File: src/rtl/mem_access_ctrl.sv
// mem_access_ctrl
//   Single-word read/write sequencer that sits in front of a synchronous-read
//   word RAM. It accepts one request at a time over a valid/ready handshake,
//   latches the address (MAR) and write data, and strobes the RAM for exactly
//   one cycle. Read data is captured into the MDR after the RAM's registered
//   output latency. Completion is signalled with a one-cycle response pulse.
//
// Ports
//   clock        : system clock, all state changes on posedge
//   clear        : synchronous active-low reset
//   req_valid    : request present
//   req_ready    : high only while idle (request can be accepted)
//   req_write    : 1 = write, 0 = read (sampled on accept)
//   req_addr     : 32-bit word address, low ADDR_W bits used (sampled on accept)
//   req_wdata    : write data (sampled on accept)
//   resp_valid   : one-cycle completion pulse
//   resp_rdata   : MDR contents
//   resp_err     : out-of-range flag, meaningful with resp_valid
//   mem_read     : RAM read strobe
//   mem_write    : RAM write strobe
//   mem_address  : RAM address (always the MAR)
//   mem_data_in  : RAM write data (always the latched write data)
//   mem_data_out : RAM registered read data
//
// Build option
//   MEM_BOUNDS_CHECK_EN : when defined, requests with non-zero address bits
//                         above ADDR_W complete immediately with resp_err=1
//                         and never touch the RAM. When undefined those bits
//                         are ignored and resp_err is always 0.

module mem_access_ctrl #(
  parameter int ADDR_W     = 9,
  parameter int DATA_W     = 32,
  parameter int RD_LATENCY = 1
) (
  input  logic              clock,
  input  logic              clear,
  input  logic              req_valid,
  output logic              req_ready,
  input  logic              req_write,
  input  logic [31:0]       req_addr,
  input  logic [DATA_W-1:0] req_wdata,
  output logic              resp_valid,
  output logic [DATA_W-1:0] resp_rdata,
  output logic              resp_err,
  output logic              mem_read,
  output logic              mem_write,
  output logic [ADDR_W-1:0] mem_address,
  output logic [DATA_W-1:0] mem_data_in,
  input  logic [DATA_W-1:0] mem_data_out
);

  // The wait counter only has to hold RD_LATENCY-1.
  localparam int CNT_W = (RD_LATENCY > 1) ? $clog2(RD_LATENCY) : 1;
  localparam logic [CNT_W-1:0] WAIT_LOAD = CNT_W'(RD_LATENCY - 1);

  typedef enum logic [2:0] {
    IDLE,
    ISSUE,
    WAIT,
    CAPTURE,
    RESP
  } state_t;

  state_t            state;
  state_t            state_next;
  logic [ADDR_W-1:0] mar;
  logic [DATA_W-1:0] wdata_q;
  logic [DATA_W-1:0] mdr;
  logic [CNT_W-1:0]  wait_cnt;
  logic              write_flag;
  logic              err_q;
  logic              out_of_range;

`ifdef MEM_BOUNDS_CHECK_EN
  assign out_of_range = |req_addr[31:ADDR_W];
`else
  // Upper address bits are deliberately dropped in this build.
  logic unused_addr_hi;
  assign unused_addr_hi = |req_addr[31:ADDR_W];
  assign out_of_range   = 1'b0;
`endif

  // State register plus the datapath registers. Each register is only
  // loaded in the one state that owns it, so everything else simply holds.
  always_ff @(posedge clock) begin
    if (!clear) begin
      state      <= IDLE;
      mar        <= '0;
      wdata_q    <= '0;
      mdr        <= '0;
      wait_cnt   <= '0;
      write_flag <= 1'b0;
      err_q      <= 1'b0;
    end else begin
      state <= state_next;
      case (state)
        IDLE: begin
          if (req_valid) begin
            mar        <= req_addr[ADDR_W-1:0];
            wdata_q    <= req_wdata;
            write_flag <= req_write;
            err_q      <= out_of_range;
          end
        end
        ISSUE:   wait_cnt <= WAIT_LOAD;
        WAIT:    wait_cnt <= wait_cnt - CNT_W'(1);
        CAPTURE: mdr      <= mem_data_out;
        default: ;
      endcase
    end
  end

  // Next-state decode. In WAIT the counter is decremented this cycle, so
  // seeing 1 here means it reaches 0 at the edge and we move to CAPTURE.
  always_comb begin
    state_next = state;
    case (state)
      IDLE: begin
        if (req_valid) begin
          state_next = out_of_range ? RESP : ISSUE;
        end
      end
      ISSUE: begin
        if (write_flag) begin
          state_next = RESP;
        end else if (RD_LATENCY > 1) begin
          state_next = WAIT;
        end else begin
          state_next = CAPTURE;
        end
      end
      WAIT: begin
        if (wait_cnt <= CNT_W'(1)) begin
          state_next = CAPTURE;
        end
      end
      CAPTURE: state_next = RESP;
      RESP:    state_next = IDLE;
      default: state_next = IDLE;
    endcase
  end

  // Outputs depend on registered state only, never on request inputs, so
  // the RAM strobes are glitch-free and read/write can never overlap.
  always_comb begin
    req_ready   = 1'b0;
    resp_valid  = 1'b0;
    resp_err    = 1'b0;
    mem_read    = 1'b0;
    mem_write   = 1'b0;
    mem_address = mar;
    mem_data_in = wdata_q;
    resp_rdata  = mdr;
    case (state)
      IDLE:  req_ready = 1'b1;
      ISSUE: begin
        mem_write = write_flag;
        mem_read  = ~write_flag;
      end
      RESP: begin
        resp_valid = 1'b1;
        resp_err   = err_q;
      end
      default: ;
    endcase
  end

endmodule

File: config.mk
export PLATFORM = sky130hd
export DESIGN_NAME = mem_access_ctrl
export DESIGN_NICKNAME = d
export VERILOG_FILES = /design/src/rtl/mem_access_ctrl.sv
export SDC_FILE = /design/constraint.sdc
export NUM_CORES = 1
export LEC_CHECK = 0
export CAP_MARGIN = 30
export CORE_MARGIN = 2
export CORE_UTILIZATION = 41
export DETAILED_ROUTE_END_ITERATION = 7
export MAX_ROUTING_LAYER = met4
export PLACE_DENSITY = 0.85
export SETUP_SLACK_MARGIN = 0.02
export SLEW_MARGIN = 0
export SYNTH_ARGS = -nofsm -noshare
export SYNTH_HDL_FRONTEND = slang
export SYNTH_SLANG_ARGS = --single-unit
File: constraint.sdc
create_clock -name clock -period 3 [get_ports clock]
set_input_delay 0.45 -clock clock [delete_from_list [all_inputs] [get_ports clock]]
set_output_delay 0.45 -clock clock [all_outputs]
set_load 0.02 [all_outputs]
==> results_dict.tcl <==
set metrics [dict create \
    maxSlewHeadroom 0.3394 \
    io_buffer_count 153 \
    power.share.sequential 0.421 \
    crit_arrival_ns 1.80 \
    drt_pass1_iterations 4 \
    post-dp-hpwl_um 5344 \
    syn-num-nets 443 \
    slew_viol_final 0 \
    die_w_um 91.96 \
    clock-root-buffer "sky130_fd_sc_hd__clkbuf_8" \
    synth_area_leader_cell "sky130_fd_sc_hd__dfxtp_1" \
    tritoncts.num_buffers 9 \
    net-switching-power_uw 682.7 \
    track_usage 0.1802 \
    synth-edff-count 0 \
    startpoint "state[0]" \
    routed_via_density 4.608 \
    setup_total_negative_slack_ns 0 \
    leftover_overflow_at_the_end_of_global_routing 0 \
    combinationalPowerShare 0.218 \
    antenna_left 0 \
    global_route_wire_length_before_repair_um 12000 \
    drcViolationCount 0 \
    syn_to_final_growth_pct 54.79 \
    period_needed_ns 2.248 \
    swShare 0.2502 \
    fmax_mhz 444.9 \
    total_core_area_um2 7607 \
    final_core_util 0.6454 \
    hold_path_startpoint "mem_data_in[21]" \
    cts.htree.levels 3 \
    synth-warning-count 0 \
    layout-drive-gt1-share 0.04132 \
    tritoncts "built" \
    layout_worst_path_cycle_share 0.7493 \
    placement_rows 32 \
    critical_path_required_time_ns 2.55 \
    max_cap_violations 0 \
    fp.dieH_um 91.96 \
    min-delay-path-class "flop to flop" \
    synth_top_area_share 0.4860 \
    synth-async-reset-ratio 0 \
    power_leakage_nw 1.862 \
    synth_area_um2 3172 \
    drt-total-wl_um 7602 \
    clock_latency_ns 0.33 \
    synth.area.top_cells "sky130_fd_sc_hd__dfxtp_1 49%, sky130_fd_sc_hd__mux2i_1 23%, sky130_fd_sc_hd__nand2_1 18%, sky130_fd_sc_hd__buf_12 2.5%, sky130_fd_sc_hd__buf_6 1.8%" \
    ys.flop_type "sky130_fd_sc_hd__dfxtp_1" \
    effective_utilization_at_floorplan 0.4169 \
    antenna_found_initial 0 \
    ctsHoldBuffers 0 \
    initialDrtViolationCount 54 \
    detail_route.wl_per_cell_um 12.97 \
    grt_max_degree 84 \
    synth-seq-cells 77 \
    critical_path.endpoint_type "output port" \
    worstSetupStartpointType "flop" \
    post_synth.cell_area_avg_um2 9.247 \
    rsz0062_at_grt "no" \
    gp_congestion 0.7033 \
    ys_seq_area_frac 0.4860 \
    final-hold-violation-count 0 \
    post_synth_most_frequent_cells "148 x sky130_fd_sc_hd__nand2_1, 77 x sky130_fd_sc_hd__dfxtp_1, 74 x sky130_fd_sc_hd__mux2i_1" \
    setup_viol_count_final 0 \
    clkSlewWorstSetupHoldPaths_ns 0.07 \
    tightest_slew_ns 0.9908 \
    clock_path_buffers 2 \
    io-pin-count 178 \
    p_clk_frac 0.361 \
    via_count_of_the_first_global_routing_pass 2633 \
    pwr_density_cell_nw_per_um2 555.8 \
    post_cts.repair.setup_buffers 0 \
    timing.setup.critical_path_class "flop to output port" \
    antenna_diode_count 0 \
    yosys.cell_count.top_type "sky130_fd_sc_hd__nand2_1" \
    cell_internal_pwr_mw 2.046 \
    total_via_count_after_detailed_routing 2700 \
    clock_skew_ns 0.006742 \
    synth.lib_cells_used.distinct 20 \
    finalNetCount 581 \
    timing.rr.start "state[1]" \
    die_area_um2 8456 \
    clock_sink_count 77 \
    ir_drop_mv 0.3067 \
    status "finished, final reports clean" \
    syn_inst 343 \
    post_cts.resized_instances 0 \
    cp_max_fo 10 \
]
## layer usage
| layer | vias to the layer above | GRT usage | wire, um |
|---|---|---|---|
| met5 | - | - | 0 |
| met3 | 12 | 0.04355 | 492 |
| li1 | 1370 | - | - |
| met2 | 100 | 0.3002 | 3759 |
| met1 | 1218 | 0.2115 | 3239 |
| met4 | 0 | 0.06841 | 110 |
## logic make-up after synthesis
logic type	synth area share
AND/OR/NAND/NOR	0.2028
flip-flops	0.4860
multiplexers	0.2335
buffers and inverters	0.07101
AO/OA/AOI/OAI	0.005524
other	0.001182
## cell type report
type | count | area (um^2)
clock buffers | 9 | 123.9
clock inverters | 5 | 125.1
fillers | 628 | 2698
multi-input cells | 237 | 1415
flip-flops and latches | 77 | 1541
well taps | 102 | 127.6
repair buffers | 156 | 1577
## flip-flops by register name, indices dropped and copies added (netlist names)
name	cells
resp_rdata	32
mem_data_in	32
state	3
mem_address	9
write_flag	1
## worst paths after layout
kind	to	slack, ns	cells after the start
hold / removal	mem_data_in[21]	0.46	2
setup / recovery	mem_write	0.75	2
setup reg to reg	resp_rdata[7]	1.18	2
hold reg to reg	mem_data_in[21]	0.46	2
## critical path, stage by stage (launching register included)
cell	delay, ns
sky130_fd_sc_hd__dfxtp_1	0.50
sky130_fd_sc_hd__nor4bb_1	0.32
sky130_fd_sc_hd__clkdlybuf4s50_1	0.65
## power groups by stage
stage	clock, mW	sequential [mW]	combinational (mW)
4_1_cts	1.01	1.15	0.601
3_3_place_gp	0	1.17	0.586
2_1_floorplan	0	1.25	0.270
3_5_place_dp	0	1.17	0.599
6_report	0.985	1.15	0.595
5_1_grt	1.05	1.16	0.634
## layout by cell type (no fill, tap or decap)
| master | count |
|---|---|
| sky130_fd_sc_hd__clkdlybuf4s50_1 | 152 |
| sky130_fd_sc_hd__nand2_1 | 148 |
| sky130_fd_sc_hd__dfxtp_1 | 77 |
| sky130_fd_sc_hd__mux2i_1 | 74 |
| sky130_fd_sc_hd__clkbuf_8 | 9 |
| sky130_fd_sc_hd__bufinv_16 | 4 |
| sky130_fd_sc_hd__nor3b_1 | 2 |
| sky130_fd_sc_hd__nand2b_1 | 2 |
| sky130_fd_sc_hd__a21oi_1 | 2 |
| sky130_fd_sc_hd__buf_4 | 2 |
| sky130_fd_sc_hd__buf_12 | 2 |
| sky130_fd_sc_hd__nor4b_1 | 1 |
| sky130_fd_sc_hd__nor3_1 | 1 |
| sky130_fd_sc_hd__nor4bb_1 | 1 |
| sky130_fd_sc_hd__nor4b_4 | 1 |
| sky130_fd_sc_hd__and3b_2 | 1 |
| sky130_fd_sc_hd__or3b_1 | 1 |
| sky130_fd_sc_hd__o21bai_1 | 1 |
| sky130_fd_sc_hd__nor2_1 | 1 |
| sky130_fd_sc_hd__conb_1 | 1 |
| sky130_fd_sc_hd__clkinv_2 | 1 |
## stage by stage
stage	setup slack, ns	power [mW]	cells	hold WS [ns]	instance area [um^2]
6_report	0.7521	2.729	586	0.4551	4910
5_1_grt	0.6429	2.842	586	0.4659	4910
4_1_cts	0.7238	2.756	586	0.4541	4910
3_5_place_dp	1.099	1.771	572	0.4475	4661
3_3_place_gp	1.134	1.753	572	0.4412	4661
2_1_floorplan	1.380	1.517	343	0.4648	3172
Note: power is estimated with default switching activity, not from simulation.
